<file path="config.mk">
export PLATFORM = sky130hd
export DESIGN_NAME = qei_home_ctrl
export DESIGN_NICKNAME = d
export VERILOG_FILES = /design/src/rtl/qei_home_ctrl.sv
export SDC_FILE = /design/constraint.sdc
export NUM_CORES = 1
export LEC_CHECK = 0
export ABC_CLOCK_PERIOD_IN_PS = 4900
export CAP_MARGIN = 10
export CORE_ASPECT_RATIO = 2
export CORE_UTILIZATION = 45
export CTS_CLUSTER_SIZE = 14
export DETAILED_ROUTE_END_ITERATION = 7
export GPL_ROUTABILITY_DRIVEN = 0
export PLACE_DENSITY_LB_ADDON = 0.1
export SYNTH_ARGS = -nofsm -noshare
export SYNTH_HDL_FRONTEND = slang
export SYNTH_SLANG_ARGS = --single-unit
</file>
<file path="constraint.sdc">
create_clock -name clk -period 4.9 [get_ports clk]
set_input_delay 0.735 -clock clk [delete_from_list [all_inputs] [get_ports clk]]
set_output_delay 0.735 -clock clk [all_outputs]
set_load 0.01 [all_outputs]
</file>
<file path="src/rtl/qei_home_ctrl.sv">
// Homing sequencer for the QEI counter core plus a two-byte position snapshot readout.
// Latency: qei_clr 4 edges after index_i rises; state change 1 edge after a command; first byte 1 edge after snap_req.
// Backpressure: rd_valid/rd_data hold while rd_ready is low; snap_req while busy is dropped and flagged in snap_ovr.
`timescale 1ns/1ps
module qei_home_ctrl #(
  parameter int unsigned MAX_SEEK_STEPS  = 1024,
  parameter bit          REHOME_ON_INDEX = 1'b0
) (
  input  logic        clk,
  input  logic        rst_n,
  input  logic        start_home,
  input  logic        abort,
  input  logic        index_i,
  input  logic        qei_step,
  input  logic [15:0] qei_count,
  output logic        qei_en,
  output logic        qei_clr,
  output logic        homed,
  output logic        fault,
  output logic [1:0]  state_o,
  input  logic        snap_req,
  output logic        rd_valid,
  output logic [7:0]  rd_data,
  input  logic        rd_ready,
  output logic        snap_ovr
);

  localparam logic [1:0] S_IDLE  = 2'd0;
  localparam logic [1:0] S_SEEK  = 2'd1;
  localparam logic [1:0] S_HOMED = 2'd2;
  localparam logic [1:0] S_FAULT = 2'd3;

  localparam logic [1:0] R_IDLE = 2'd0;
  localparam logic [1:0] R_LO   = 2'd1;
  localparam logic [1:0] R_HI   = 2'd2;

  localparam logic [15:0] SEEK_LIMIT = 16'(MAX_SEEK_STEPS);

  logic        r_idx_s1;
  logic        r_idx_s2;
  logic        r_idx_prev;
  logic        r_idx_rise;

  logic [1:0]  r_state;
  logic [15:0] r_seek_cnt;
  logic        r_qei_en;
  logic        r_qei_clr;
  logic        r_homed;
  logic        r_fault;

  logic [1:0]  w_state_nxt;
  logic [15:0] w_seek_nxt;
  logic        w_clr_nxt;

  logic [1:0]  r_rd_state;
  logic        r_rd_valid;
  logic [15:0] r_shadow;
  logic        r_snap_ovr;

  logic        w_rd_busy;
  logic        w_rd_hs;

  // Two-flop synchroniser on the raw index pin followed by a registered rising-edge detect.
  always_ff @(posedge clk or negedge rst_n) begin
    if (!rst_n) begin
      r_idx_s1   <= 1'b0;
      r_idx_s2   <= 1'b0;
      r_idx_prev <= 1'b0;
      r_idx_rise <= 1'b0;
    end else begin
      r_idx_s1   <= index_i;
      r_idx_s2   <= r_idx_s1;
      r_idx_prev <= r_idx_s2;
      r_idx_rise <= r_idx_s2 & ~r_idx_prev;
    end
  end

  // Homing next-state: abort beats everything, then start_home, then index, then the seek limit.
  always_comb begin
    w_state_nxt = r_state;
    w_seek_nxt  = r_seek_cnt;
    w_clr_nxt   = 1'b0;
    if (abort) begin
      w_state_nxt = S_IDLE;
    end else begin
      case (r_state)
        S_IDLE: begin
          if (start_home) begin
            w_state_nxt = S_SEEK;
            w_seek_nxt  = 16'd0;
          end
        end
        S_SEEK: begin
          if (start_home) begin
            w_seek_nxt = 16'd0;
          end else if (r_idx_rise) begin
            w_state_nxt = S_HOMED;
            w_clr_nxt   = 1'b1;
          end else if (r_seek_cnt >= SEEK_LIMIT) begin
            w_state_nxt = S_FAULT;
          end else if (qei_step) begin
            w_seek_nxt = r_seek_cnt + 16'd1;
          end
        end
        S_HOMED: begin
          if (start_home) begin
            w_state_nxt = S_SEEK;
            w_seek_nxt  = 16'd0;
          end else if (r_idx_rise && REHOME_ON_INDEX) begin
            w_clr_nxt = 1'b1;
          end
        end
        default: begin
          if (start_home) begin
            w_state_nxt = S_SEEK;
            w_seek_nxt  = 16'd0;
          end
        end
      endcase
    end
  end

  // Homing state and registered decode of its outputs.
  always_ff @(posedge clk or negedge rst_n) begin
    if (!rst_n) begin
      r_state    <= S_IDLE;
      r_seek_cnt <= 16'd0;
      r_qei_en   <= 1'b0;
      r_qei_clr  <= 1'b0;
      r_homed    <= 1'b0;
      r_fault    <= 1'b0;
    end else begin
      r_state    <= w_state_nxt;
      r_seek_cnt <= w_seek_nxt;
      r_qei_en   <= (w_state_nxt == S_SEEK) || (w_state_nxt == S_HOMED);
      r_qei_clr  <= w_clr_nxt;
      r_homed    <= (w_state_nxt == S_HOMED);
      r_fault    <= (w_state_nxt == S_FAULT);
    end
  end

  assign qei_en  = r_qei_en;
  assign qei_clr = r_qei_clr;
  assign homed   = r_homed;
  assign fault   = r_fault;
  assign state_o = r_state;

  assign w_rd_busy = (r_rd_state != R_IDLE);
  assign w_rd_hs   = r_rd_valid & rd_ready;

  // Readout sequencer: capture the whole count at once so both bytes are coherent.
  always_ff @(posedge clk or negedge rst_n) begin
    if (!rst_n) begin
      r_rd_state <= R_IDLE;
      r_rd_valid <= 1'b0;
      r_shadow   <= 16'd0;
    end else begin
      case (r_rd_state)
        R_IDLE: begin
          if (snap_req) begin
            r_shadow   <= qei_count;
            r_rd_valid <= 1'b1;
            r_rd_state <= R_LO;
          end
        end
        R_LO: begin
          if (w_rd_hs) begin
            r_rd_state <= R_HI;
          end
        end
        R_HI: begin
          if (w_rd_hs) begin
            r_rd_valid <= 1'b0;
            r_rd_state <= R_IDLE;
          end
        end
        default: begin
          r_rd_valid <= 1'b0;
          r_rd_state <= R_IDLE;
        end
      endcase
    end
  end

  // Sticky overrun: set by a snapshot request that lands while a readout is in flight,
  // cleared when a new snapshot is accepted.
  always_ff @(posedge clk or negedge rst_n) begin
    if (!rst_n) begin
      r_snap_ovr <= 1'b0;
    end else if (snap_req) begin
      r_snap_ovr <= w_rd_busy;
    end
  end

  assign rd_valid = r_rd_valid;
  assign rd_data  = (r_rd_state == R_HI) ? r_shadow[15:8] : r_shadow[7:0];
  assign snap_ovr = r_snap_ovr;

endmodule

</file>
==> results of run 1 <==
cell families after synthesis:
| family | share of synthesized area |
|---|---|
| and+or+nand+nor | 0.186 |
| buffers and inverters | 0.0268 |
| adders and majority gates | 0.0243 |
| DFF | 0.560 |
| AOI/OAI and AO/OA | 0.0675 |
| muxes | 0.136 |
placed cells by master (no fill, tap or decap), types with 3 or more instances in the layout:
cell and n:
ha_1 4, nand4_1 3, clkdlybuf4s50_1 38, o21ai_0 8
nor2b_1 3, mux2_2 4, nor2_1 6, a21oi_1 7
or3_1 3, dfrtp_1 46, and2_1 5, inv_1 5
mux2_1 20, nand3_1 8, clkbuf_8 7, nand3b_1 3
nand2_1 9
flip-flops by register name (all words and copies together), names as in the netlist, 2 cells and up:
signal	flops
r_shadow	16
r_seek_cnt	16
state_o	2
r_rd_state	2
metal layers:
layer,track usage,up-vias
li1,-,679
met1,0.209,714
met2,0.336,47
met3,0.0344,9
met4,0.123,0
met5,0,-
final cells by class:
type,instances,area [um^2],area share
timing repair buffer,39,385,0.149
clock inverter,1,8.76,0.00340
tap,54,67.6,0.0262
multi-input combinational,112,851,0.330
clock buffer,7,96.3,0.0374
inverter,5,18.8,0.00728
sequential,46,1150,0.446
Yosys cell counts, types with 2 or more instances:
cell type and count:
ha_1 4, nor2b_1 3, inv_1 5, nor2_1 6, or4_1 2, nand3b_1 3, buf_2 2, nand3_1 8
o21ai_0 8, nor3_1 2, mux2_1 20, clkbuf_1 4, nor3b_1 2, a21oi_1 7, or3_1 3, mux2_2 4
and3_1 2, nand4_1 3, and2_1 5, nand2_1 9, dfrtp_1 46, nand2b_1 2
stage by stage:
step,cells,area [um^2]
2_1_floorplan,170,2060
3_3_place_gp,256,2470
3_5_place_dp,256,2470
4_1_cts,264,2580
5_1_grt,264,2580
6_report,264,2580
worst min-delay path by stage:
stage,cells past startpoint,slack [ps],from,end
after global placement,0,330,r_idx_s1,r_idx_s2
after floorplan,0,330,r_idx_s1,r_idx_s2
after global routing,0,370,r_idx_s1,r_idx_s2
after detailed placement,0,340,r_idx_s1,r_idx_s2
final,0,360,r_idx_s1,r_idx_s2
after CTS,0,360,r_idx_s1,r_idx_s2
worst reg2reg max path, delay by kind of cell (launching register included):
kind          cells  cell delay [ps]
simple gates      4             1490
flops             1              420
where the power goes:
group          switching (mW)  internal [mW]
clock                   0.124          0.129
combinational           0.140          0.211
sequential             0.0626          0.469
==> flow_metrics.tcl, run 1 <==
set metrics [dict create \
    drtAntennaViolNets 0 \
    avgSynthCellArea_um2 12.1 \
    path_buf_inv 1 \
    ff2ff_setup_slack_ps 2930 \
    crit_required_ps 4160 \
    start_kind "flip-flop" \
    wl_met3_um 167 \
    viasPerCell 5.49 \
    cts_root_buf "clkbuf_8" \
    start_util 0.469 \
    num_antenna_cells 0 \
    ys_ff_latch 46 \
    ys.warnings.count 0 \
    leakage_nw 1.12 \
    grt_pass1_vias 1504 \
    wl_per_cell_um 16.1 \
    cp_cell_sequence "nor2b_1, mux2_2, clkdlybuf4s50_1" \
    ys_top_cells_by_area "dfrtp_1, mux2_1, ha_1" \
    htree_levels 2 \
    fin_crit_ps 3070 \
    finalSetupTns_ps 0 \
    die_area_um2 4860 \
    cts_buffers 5 \
    cts_hold_buf 0 \
    hold_class "reg -> reg" \
    drt_first_pass_iters 4 \
    ios 40 \
    outcome "completed" \
    grt_max_degree 47 \
    antenna_found_initial 0 \
    finalCritPeriodShare 0.626 \
    netlist_area_um2 2060 \
    cap_violations 0 \
    dieHeight_um 97.6 \
    path_depth 3 \
    grt_util_all_layers 0.194 \
    powerDensity_nw_per_um2 440 \
    critPathTopFamily "simple AND/OR/NAND/NOR gates" \
    drcViolationCount 0 \
    rsz0062_at_grt "false" \
    netlist.area_leader.share 0.560 \
    hpwl_mm 3.13 \
    clkSinkCount 46 \
    wl_met1_mm 1.64 \
    fmax_mhz 326 \
    placementRows 34 \
    clk_path_buf_depth 2 \
    grt_pass1_wl_mm 7.00 \
    setup_viol 0 \
    cts.repair.resized 0 \
    wl_met2_mm 2.33 \
    final_nets 237 \
    synth_nets 198 \
    r2r-start "r_seek_cnt[13]" \
    syn_inst 170 \
    endpoint_kind "output port" \
    fp.dieW_um 49.8 \
    clkLatencyLatePin_ps 300 \
    path_clk_slew_ps 80 \
    crit_path_end "rd_data[4]" \
    coreArea_um2 4380 \
    max_stage_delay_ps 650 \
    fin_skew_ps 5.97 \
    dp_slack_ps 2110 \
    area_delta_synth_final_pct 25.4 \
    async_flop_share 1.00 \
    whs_ps 357 \
    maxSlewHeadroom 0.330 \
    fill_cells 364 \
    rr_worst_depth 4 \
    cpMaxStageDelayCell "nor2b_1" \
    overflow 0 \
    crit_type "reg -> out" \
    port_buffers 39 \
    yosysSeqAreaShare 0.560 \
    drt-total-wl_mm 4.26 \
    synth_edf_count 0 \
    cts_tree "done" \
    via_count 1449 \
    yosysTopAreaCell "dfrtp_1" \
    finalWorstSetupSlack_ps 1830 \
    p_total_mw 1.14 \
    synth_ff_type "dfrtp_1" \
    drv_slew 0 \
    hold_violations 0 \
    crit_arrival_ps 2330 \
    r2r_end "r_seek_cnt[2]" \
    postCtsSetupRepairBufs 0 \
    max_slew.worst_pin.slew_ps 1010 \
    critPathLaunch "r_rd_state[1]" \
    maxUsedRoutingLayer "met4" \
    layout-drive-gt1-share 0.0810 \
    synth.distinct_cells 42 \
    cp_max_fo 8 \
    ir_drop_mv 0.209 \
    drt_iter0_drc 27 \
    utilization 0.589 \
]
Power figures use the tool's default switching activity.
==> run 2, diff against run 1 <==
--- a/config.mk
+++ b/config.mk
@@ -5,7 +5,7 @@
 export SDC_FILE = /design/constraint.sdc
 export NUM_CORES = 1
 export LEC_CHECK = 0
-export ABC_CLOCK_PERIOD_IN_PS = 4900
+export ABC_CLOCK_PERIOD_IN_PS = 3100
 export CAP_MARGIN = 10
 export CORE_ASPECT_RATIO = 2
 export CORE_UTILIZATION = 45
==> constraint.sdc (replaced) <==
create_clock -name clk -period 3.1 [get_ports clk]
set_input_delay 0.465 -clock clk [delete_from_list [all_inputs] [get_ports clk]]
set_output_delay 0.465 -clock clk [all_outputs]
set_load 0.01 [all_outputs]
==> run 2 against run 1 <==
  * Largest cell class unchanged
  * Sequential cell count stayed put
  * Cell area down 0.73%
  * Combinational power is 58% higher
  * Worst setup slack worse by 1100 ps
  * Clock-buffer cell count decreased by 2
  * Wire length fell by 7.0%
==> flow_metrics.tcl, run 2 (same netlist as run 1, synthesis figures left out) <==
set metrics [dict create \
    start_util 0.469 \
    die_area_um2 4860 \
    cap_violations 0 \
    clk_path_buf_depth 2 \
    via_count 1424 \
    grt_pass1_vias 1476 \
    antenna_found_initial 0 \
    grt_util_met1 0.193 \
    layout-drive-gt1-share 0.0810 \
    drv_slew 0 \
    powerDensity_nw_per_um2 675 \
    dpl.cell_count 257 \
    clkLatencyLatePin_ps 290 \
    wl_per_cell_um 15.0 \
    hold_violations 0 \
    leakage_nw 1.12 \
    cts_root_buf "clkbuf_8" \
    grt_max_degree 47 \
    final_nets 238 \
    fill_cells 383 \
    coreArea_um2 4380 \
    postCtsSetupRepairBufs 0 \
    crit_arrival_ps 1930 \
    grt_use_met2 0.341 \
    maxSlewHeadroom 0.339 \
    cts_tree "done" \
    max_stage_delay_ps 490 \
    seqPwrFrac 0.486 \
    grt_pass1_wl_mm 6.84 \
    drt-total-wl_mm 3.96 \
    r2r-start "r_seek_cnt[13]" \
    switchingPower_mw 0.496 \
    switching_share 0.287 \
    cts_buffers 5 \
    max_slew.worst_pin.slew_ps 991 \
    drcViolationCount 0 \
    p_clk_frac 0.192 \
    area_delta_synth_final_pct 24.5 \
    htree_levels 2 \
    final_common_cell "dfrtp_1" \
    finalCritPeriodShare 0.772 \
    endpoint_kind "output port" \
    rr_worst_depth 4 \
    reg.largest.list "r_seek_cnt x16, r_shadow x16" \
    r2r_end "r_seek_cnt[2]" \
    p_total_mw 1.73 \
    drt_first_pass_iters 4 \
    grt.busiest_layer "met2" \
    setup_viol 0 \
    cts_hold_buf 0 \
    num_antenna_cells 0 \
    fin_crit_ps 2390 \
    cpMaxStageDelayCell "clkdlybuf4s50_1" \
    finalNonFillerCells 264 \
    dieHeight_um 97.6 \
    whs_ps 332 \
    fp.dieW_um 49.8 \
    cp_max_fo 8 \
    ir_drop_mv 0.412 \
    drt_iter0_drc 37 \
    crit_type "reg -> out" \
    crit_required_ps 2630 \
    cts.repair.resized 0 \
    internal-power_mw 1.23 \
    ios 40 \
    ff2ff_setup_slack_ps 1180 \
    port_buffers 39 \
    final_cell_mix "dfrtp_1, clkdlybuf4s50_1, mux2_1" \
    viasPerCell 5.39 \
    grt_util_all_layers 0.185 \
    cp_cell_sequence "nor2b_1, buf_4, mux2_2, clkdlybuf4s50_1" \
    finalSetupTns_ps 0 \
    placementRows 34 \
    rsz0062_at_grt "false" \
    fmax_mhz 418 \
    path_clk_slew_ps 80 \
    pwr-share-comb 0.322 \
    clkSinkCount 46 \
    outcome "completed" \
    drtAntennaViolNets 0 \
    fin_skew_ps 4.99 \
    start_kind "flip-flop" \
    gr-usage-met3 0.0391 \
    hold_class "in -> async" \
    overflow 0 \
    hpwl_mm 2.89 \
]
[run 2: cell count changes in the layout (fill, tap and decap cells not counted), sizes merged]
cell	change
buf	+1
clkinv	+1
clkbuf	-2
[run 2: layout make-up]
type | instances | area (um^2) | share of cell area
Sequential cell | 46 | 1150 | 0.450
Multi-Input combinational cell | 112 | 851 | 0.332
Timing Repair Buffer | 40 | 393 | 0.153
Clock buffer | 5 | 68.8 | 0.0269
Tap cell | 54 | 67.6 | 0.0264
Inverter | 5 | 18.8 | 0.00733
Clock inverter | 2 | 10.0 | 0.00391
[run 2: worst max-delay path by stage]
stage / slack, ps / cells after the start / endpoint / from
after floorplan: 1310 / 4 / rd_data[2] / r_rd_state[0]
after global placement: 670 / 5 / r_seek_cnt[2] / abort
after detailed placement: 600 / 5 / r_seek_cnt[2] / abort
after CTS: 680 / 4 / rd_data[4] / r_rd_state[0]
after global routing: 590 / 4 / rd_data[4] / r_rd_state[0]
final: 710 / 4 / rd_data[4] / r_rd_state[0]
[run 2: through the flow]
step                      area (um^2)  setup slack (ps)  utilization
after floorplan                  2060              1310            -
after global placement           2480               670        0.566
after detailed placement         2480               595        0.566
after CTS                        2560               680        0.584
after global routing             2560               587        0.584
final                            2560               708        0.584
[run 2: worst max-delay path: cells and delay by family, from the launching register on]
kind | cells | cell delay [ps]
buffers and inverters | 2 | 670
flip-flops | 1 | 480
multiplexers | 1 | 340
AND/OR/NAND/NOR | 1 | 140
[run 2: routing by layer]
| layer | part of all wire | wire [um] |
|---|---|---|
| met1 | 0.37 | 1480 |
| met2 | 0.57 | 2250 |
| met3 | 0.039 | 156 |
| met4 | 0.019 | 74 |
| met5 | 0 | 0 |
[run 2: power by group through the flow]
stage / registers (mW) / logic (mW) / clock network [mW]
4_1_cts: 0.840 / 0.568 / 0.352
5_1_grt: 0.860 / 0.615 / 0.371
6_report: 0.840 / 0.556 / 0.332
2_1_floorplan: 0.818 / 0.320 / 0
3_3_place_gp: 0.833 / 0.547 / 0
3_5_place_dp: 0.853 / 0.565 / 0
